[config.mk]
export PLATFORM = sky130hd
export DESIGN_NAME = mem_access_ctrl
export DESIGN_NICKNAME = d
export VERILOG_FILES = /design/src/rtl/mem_access_ctrl_pkg.sv /design/src/rtl/mem_access_ctrl_load_ext.sv /design/src/rtl/mem_access_ctrl.sv
export SDC_FILE = /design/constraint.sdc
export NUM_CORES = 1
export LEC_CHECK = 0
export CORE_ASPECT_RATIO = 0.5
export CORE_UTILIZATION = 45
export CTS_CLUSTER_DIAMETER = 30
export DETAILED_ROUTE_END_ITERATION = 8
export PLACE_DENSITY = 0.92
export SYNTH_ARGS = -nofsm -noshare
export SYNTH_HDL_FRONTEND = slang
export SYNTH_SLANG_ARGS = --single-unit
export TNS_END_PERCENT = 10
[constraint.sdc]
create_clock -name clk -period 4.8 [get_ports clk]
set_input_delay 0.48 -clock clk [delete_from_list [all_inputs] [get_ports clk]]
set_output_delay 0.48 -clock clk [all_outputs]
set_load 0.02 [all_outputs]
[src/rtl/mem_access_ctrl_pkg.sv]
// Shared opcodes, FSM encodings and decode helpers
// for the MEM-stage load/store sequencer.
package mem_access_ctrl_pkg;

    localparam logic [5:0] OP_LB  = 6'h20;
    localparam logic [5:0] OP_LH  = 6'h21;
    localparam logic [5:0] OP_LW  = 6'h23;
    localparam logic [5:0] OP_LBU = 6'h24;
    localparam logic [5:0] OP_LHU = 6'h25;
    localparam logic [5:0] OP_SB  = 6'h28;
    localparam logic [5:0] OP_SH  = 6'h29;
    localparam logic [5:0] OP_SW  = 6'h2B;

    localparam logic [1:0] ST_IDLE = 2'd0;
    localparam logic [1:0] ST_REQ  = 2'd1;
    localparam logic [1:0] ST_FIN  = 2'd2;

    function automatic logic is_load(input logic [5:0] op);
        return (op == OP_LB) || (op == OP_LH) || (op == OP_LW) ||
               (op == OP_LBU) || (op == OP_LHU);
    endfunction

    function automatic logic is_store(input logic [5:0] op);
        return (op == OP_SB) || (op == OP_SH) || (op == OP_SW);
    endfunction

    function automatic logic misaligned(input logic [5:0] op,
                                        input logic [1:0] off);
        logic half;
        logic word;
        half = (op == OP_LH) || (op == OP_LHU) || (op == OP_SH);
        word = (op == OP_LW) || (op == OP_SW);
        return (half && off[0]) || (word && (off != 2'b00));
    endfunction

    // Store data is replicated so every enabled lane sees the right value.
    function automatic logic [31:0] repl(input logic [5:0] op,
                                         input logic [31:0] wd);
        logic [31:0] r;
        r = wd;
        if (op == OP_SB) r = {4{wd[7:0]}};
        else if (op == OP_SH) r = {2{wd[15:0]}};
        return r;
    endfunction

endpackage

[src/rtl/mem_access_ctrl_load_ext.sv]
// Combinational load extract: picks byte/half by offset
// and sign- or zero-extends to 32 bits.
module mem_access_ctrl_load_ext
    import mem_access_ctrl_pkg::*;
(
    input  logic [5:0]  opcode_i,
    input  logic [1:0]  off_i,
    input  logic [31:0] word_i,
    output logic [31:0] data_o
);

    logic [7:0]  byte_w;
    logic [15:0] half_w;

    always_comb begin
        byte_w = word_i[8*off_i +: 8];
        half_w = off_i[1] ? word_i[31:16] : word_i[15:0];
        data_o = word_i;
        unique case (1'b1)
            (opcode_i == OP_LB):  data_o = {{24{byte_w[7]}}, byte_w};
            (opcode_i == OP_LBU): data_o = {24'h0, byte_w};
            (opcode_i == OP_LH):  data_o = {{16{half_w[15]}}, half_w};
            (opcode_i == OP_LHU): data_o = {16'h0, half_w};
            default:              data_o = word_i;
        endcase
    end

endmodule

[src/rtl/mem_access_ctrl.sv]
// MEM-stage load/store sequencer: one req/ack bus cycle per
// access, store lane replication and held extended load data.
module mem_access_ctrl
    import mem_access_ctrl_pkg::*;
#(
    parameter int TIMEOUT = 16
) (
    input  logic        clk,
    input  logic        rst_n,
    input  logic        start,
    input  logic [5:0]  opcode,
    input  logic [31:0] addr,
    input  logic [31:0] wdata,
    input  logic [3:0]  be,
    output logic        busy,
    output logic        done,
    output logic        addr_err,
    output logic        bus_err,
    output logic [31:0] rdata_ext,
    output logic        mem_req,
    output logic        mem_we,
    output logic [31:0] mem_addr,
    output logic [3:0]  mem_be,
    output logic [31:0] mem_wdata,
    input  logic        mem_ack,
    input  logic [31:0] mem_rdata
);

    localparam int CW = $clog2(TIMEOUT);

    logic [1:0]    state_q, state_d;
    logic [5:0]    op_q, op_d;
    logic [31:0]   addr_q, addr_d;
    logic [3:0]    be_q, be_d;
    logic [31:0]   wdata_q, wdata_d;
    logic [CW-1:0] cnt_q, cnt_d;
    logic [31:0]   rdata_q, rdata_d;
    logic          done_q, done_d;
    logic          aerr_q, aerr_d;
    logic          berr_q, berr_d;
    logic [31:0]   ext;

    mem_access_ctrl_load_ext u_load_ext (
        .opcode_i (op_q),
        .off_i    (addr_q[1:0]),
        .word_i   (mem_rdata),
        .data_o   (ext)
    );

    always_comb begin
        state_d = state_q;
        op_d    = op_q;
        addr_d  = addr_q;
        be_d    = be_q;
        wdata_d = wdata_q;
        cnt_d   = cnt_q;
        rdata_d = rdata_q;
        done_d  = 1'b0;
        aerr_d  = 1'b0;
        berr_d  = 1'b0;
        unique case (state_q)
            ST_IDLE: begin
                if (start) begin
                    op_d    = opcode;
                    addr_d  = addr;
                    be_d    = be;
                    wdata_d = repl(opcode, wdata);
                    cnt_d   = '0;
                    if (!is_load(opcode) && !is_store(opcode)) begin
                        done_d = 1'b1;
                    end else if (misaligned(opcode, addr[1:0])) begin
                        done_d = 1'b1;
                        aerr_d = 1'b1;
                    end else begin
                        state_d = ST_REQ;
                    end
                end
            end
            ST_REQ: begin
                // Ack beats a timeout landing in the same cycle.
                if (mem_ack) begin
                    state_d = ST_FIN;
                    done_d  = 1'b1;
                    if (is_load(op_q)) rdata_d = ext;
                end else if (cnt_q == CW'(TIMEOUT - 1)) begin
                    state_d = ST_IDLE;
                    done_d  = 1'b1;
                    berr_d  = 1'b1;
                end else begin
                    cnt_d = cnt_q + 1'b1;
                end
            end
            ST_FIN:  state_d = ST_IDLE;
            default: state_d = ST_IDLE;
        endcase
    end

    always_ff @(posedge clk or negedge rst_n) begin
        if (!rst_n) begin
            state_q <= ST_IDLE;
            op_q    <= '0;
            addr_q  <= '0;
            be_q    <= '0;
            wdata_q <= '0;
            cnt_q   <= '0;
            rdata_q <= '0;
            done_q  <= 1'b0;
            aerr_q  <= 1'b0;
            berr_q  <= 1'b0;
        end else begin
            state_q <= state_d;
            op_q    <= op_d;
            addr_q  <= addr_d;
            be_q    <= be_d;
            wdata_q <= wdata_d;
            cnt_q   <= cnt_d;
            rdata_q <= rdata_d;
            done_q  <= done_d;
            aerr_q  <= aerr_d;
            berr_q  <= berr_d;
        end
    end

    assign busy      = (state_q == ST_REQ) || (state_q == ST_FIN);
    assign done      = done_q;
    assign addr_err  = aerr_q;
    assign bus_err   = berr_q;
    assign rdata_ext = rdata_q;
    assign mem_req   = (state_q == ST_REQ);
    assign mem_we    = (state_q == ST_REQ) && is_store(op_q);
    assign mem_addr  = {addr_q[31:2], 2'b00};
    assign mem_be    = be_q;
    assign mem_wdata = wdata_q;

endmodule

==> impl_metrics.env <==
export IMPL_status="finished clean"
export IMPL_cpPeakStageDelay_ns=0.71
export IMPL_fin_util_pct=68.6
export IMPL_gr_total_overflow=0
export IMPL_ctsResizeCount=0
export IMPL_maxClockFrequency_mhz=324
export IMPL_rsz0062_at_grt="no"
export IMPL_synthMuxAreaShare_pct=17.4
export IMPL_clock_skew_ns=0.00985
export IMPL_yosys_area_share_simple_pct=9.68
export IMPL_avgSynthCellArea_sq_um=10.8
export IMPL_via_count=4859
export IMPL_worstPathRequired_ns=4.32
export IMPL_crit_path_max_fanout=9
export IMPL_fin_crit_ns=3.08
export IMPL_drt_iter0_markers=389
export IMPL_synth_flop_cell="dfrtp_1"
export IMPL_synth_edf_count=0
export IMPL_synth_compound_area_share_pct=14.0
export IMPL_crit_chain="inv_1, ha_1, nand3b_1, a2111oi_0, clkdlybuf4s50_1"
export IMPL_synth_top_family_by_area="multiplexers"
export IMPL_synthAdderAreaFrac_pct=0.648
export IMPL_cts_hold_buffers=0
export IMPL_synthXorXnorAreaFrac_pct=0.151
export IMPL_yosysUniqueCellTypes=55
export IMPL_cts_tree="done"
export IMPL_wl_microns=16600
export IMPL_crit_buf_inv=2
export IMPL_fin_crit_sh_pct=64.3
export IMPL_cts_root_buf="clkbuf_16"
export IMPL_grt_pass1_wl_microns=25500
export IMPL_async_flop_share_pct=100
export IMPL_clkSlewWorstSetupHoldPaths_ns=0.05
export IMPL_hold_violations=0
export IMPL_hp_class="input port to asynchronous set/reset pin"
export IMPL_numClockSinks=115
export IMPL_drt_drc_violations_left=0
export IMPL_setup_worst_path_class="flip-flop to output port"
export IMPL_setup_viol=0
export IMPL_die_y_microns=82.2
export IMPL_first_global_vias=5005
export IMPL_synthToLayoutAreaGrowth_pct=44.0
export IMPL_drv_slew=0
export IMPL_slew_headroom_pct=25.3
export IMPL_final_area_sq_um=8340
export IMPL_seq_area_sq_um=2880
export IMPL_maxCapViolCount=0
export IMPL_ir_drop_uv=334
export IMPL_detail_route_wl_per_cell_microns=18.7
export IMPL_netlist_area_sq_um=5790
export IMPL_nets=822
export IMPL_start_util_pct=47.6
export IMPL_arrival_ns=2.60
export IMPL_crit_slowest_cell="clkdlybuf4s50_1"
export IMPL_dpl_hpwl_microns=11400
export IMPL_ys_seq_elements=115
export IMPL_tightest_slew_ns=1.12
export IMPL_multi_input_area_sq_um=2450
export IMPL_row_count=28
export IMPL_numCtsBuffers=17
export IMPL_die_area_sq_um=13400
export IMPL_core_area_sq_um=12200
export IMPL_fillerInstances=850
export IMPL_port_buffers=213
export IMPL_grt_usage_pct=25.2
export IMPL_startpoint_type="flip-flop"
export IMPL_yosysWarnings=0
export IMPL_die_x_microns=162
export IMPL_post_cts_buffers=0
export IMPL_place_congestion=0.866
export IMPL_io_pins=216
export IMPL_insertion_delay_ns=0.41
export IMPL_finalSetupTns_ns=0
export IMPL_drive_gt1_share_pct=14.7
export IMPL_critPathTopFamily="buffers and inverters"
export IMPL_p_leak_nw=3.58
export IMPL_grt_max_degree=103
export IMPL_post_place_ws_ns=2.04
export IMPL_end_kind="output port"
export IMPL_antenna_found_initial=0
export IMPL_placed_area_sq_um=7770
export IMPL_htreeDepth=4
export IMPL_synthCells=538
export IMPL_cts_buffer_depth=2
export IMPL_detail_route_antenna_nets=0
export IMPL_drt_pass1_iter_count=5
export IMPL_timing_hold_ws_ns=0.245
export IMPL_viasPerCell=5.48
export IMPL_ys_seq_area_share_pct=49.7
export IMPL_powerDensity_nw_per_um2=672
export IMPL_final_setup_worst_slack_ns=1.72
export IMPL_antenna_cells=0
-- metal layers --
| layer | global-route usage, % | share of wire (%) | wire length, microns |
|---|---|---|---|
| met5 | 0 | 0 | 0 |
| met4 | 12.7 | 2.7 | 442 |
| met2 | 44.6 | 50 | 8320 |
| met1 | 29.4 | 40 | 6660 |
| met3 | 5.79 | 7.0 | 1160 |
-- path summary, 6_finish.rpt --
kind                                                 from                         to  slack, ns  depth (start not counted)
worst max-delay path               state_q[1]$_DFFE_PN0P_                     mem_we       1.72                          5
min in group clk                mem_wdata[16]$_DFFE_PN0P_  mem_wdata[16]$_DFFE_PN0P_       0.48                          2
worst max register to register     state_q[1]$_DFFE_PN0P_  rdata_ext[11]$_DFFE_PN0P_       2.32                          6
worst min register to register  mem_wdata[16]$_DFFE_PN0P_  mem_wdata[16]$_DFFE_PN0P_       0.48                          2
worst min-delay path                                rst_n  mem_wdata[17]$_DFFE_PN0P_       0.24                          1
max in group asynchronous                           rst_n       cnt_q[2]$_DFFE_PN0P_       3.43                          2
-- Yosys cell counts (3+ instances only) --
cell / instances / area, sq um
a21o_1: 9 / 67.6
a21oi_1: 39 / 195
a221o_1: 5 / 50.1
and3_1: 6 / 37.5
buf_2: 8 / 40.0
buf_4: 34 / 255
clkbuf_1: 21 / 78.8
dfrtp_1: 115 / 2880
ha_1: 3 / 37.5
inv_1: 14 / 52.6
mux2_2: 61 / 687
mux2i_1: 25 / 250
mux4_2: 3 / 67.6
nand2_1: 42 / 158
nand2b_1: 3 / 18.8
nand3b_1: 8 / 60.1
nor2_1: 31 / 116
nor2b_1: 7 / 43.8
nor3_1: 3 / 15.0
o211ai_1: 7 / 52.6
o21ai_0: 38 / 190
o21ai_1: 12 / 60.1
o31ai_1: 7 / 52.6
-- worst register-to-register path: stages, from the launching register on --
cell and delay (ns):
dfrtp_1 0.37, inv_1 0.11, ha_1 0.34, nand3b_1 0.26
nor3_1 0.34, a21boi_0 0.73, a221o_1 0.27
-- per-stage QoR --
step / instances / total power [mW]
after floorplan: 539 / 3.29
after global placement: 855 / 4.26
after detailed placement: 855 / 4.35
after CTS: 887 / 5.62
after global routing: 887 / 5.88
final: 887 / 5.60
-- power by group --
part | internal [mW] | switching (mW)
registers | 1.43 | 0.329
clock network | 0.785 | 0.453
logic | 1.28 | 1.32
total | 3.50 | 2.10
-- cell type report --
type	instances	share of cell area, %
Sequential cell	115	34.5
Multi-Input combinational cell	342	29.4
Timing Repair Buffer	219	26.1
Clock buffer	21	5.52
Tap cell	165	2.48
Clock inverter	11	1.32
Inverter	14	0.630
-- sequential cells by signal, indices dropped and copies added (netlist names) --
name / flops
addr_err: 1
addr_q: 32
bus_err: 1
cnt_q: 4
done: 1
mem_be: 4
mem_wdata: 32
op_q: 6
rdata_ext: 32
state_q: 2
-- logic make-up after synthesis --
group	count (synthesis)
AO/OA/AOI/OAI	134
XOR/XNOR	1
adder cells (fa/ha/maj)	3
buffers and inverters	82
flip-flops	115
multiplexers	89
other	1
AND/OR/NAND/NOR	113
-- placed cells by master (no fill, tap or decap), drive strengths merged, types with 2 or more instances in the layout --
cell type,Yosys,routed
clkinv,0,7
a21o,9,9
o21ai,50,50
or3b,2,2
a2111oi,2,2
nor4b,2,2
bufinv,0,2
ha,3,3
nor2b,7,7
nor2,31,31
nand2b,3,3
mux2i,25,25
clkbuf,22,21
o31ai,7,7
a221o,5,5
nand3b,8,8
nand2,42,42
nor3b,2,2
inv,14,14
o211ai,7,7
mux4,3,3
a21oi,39,39
nor3,3,3
and3,6,6
clkdlybuf4s50,0,212
nand3,2,2
dfrtp,115,115
mux2,61,61
clkinvlp,0,2
a31oi,2,2
conb,1,2
buf,45,7
Power figures use the tool's default switching activity.
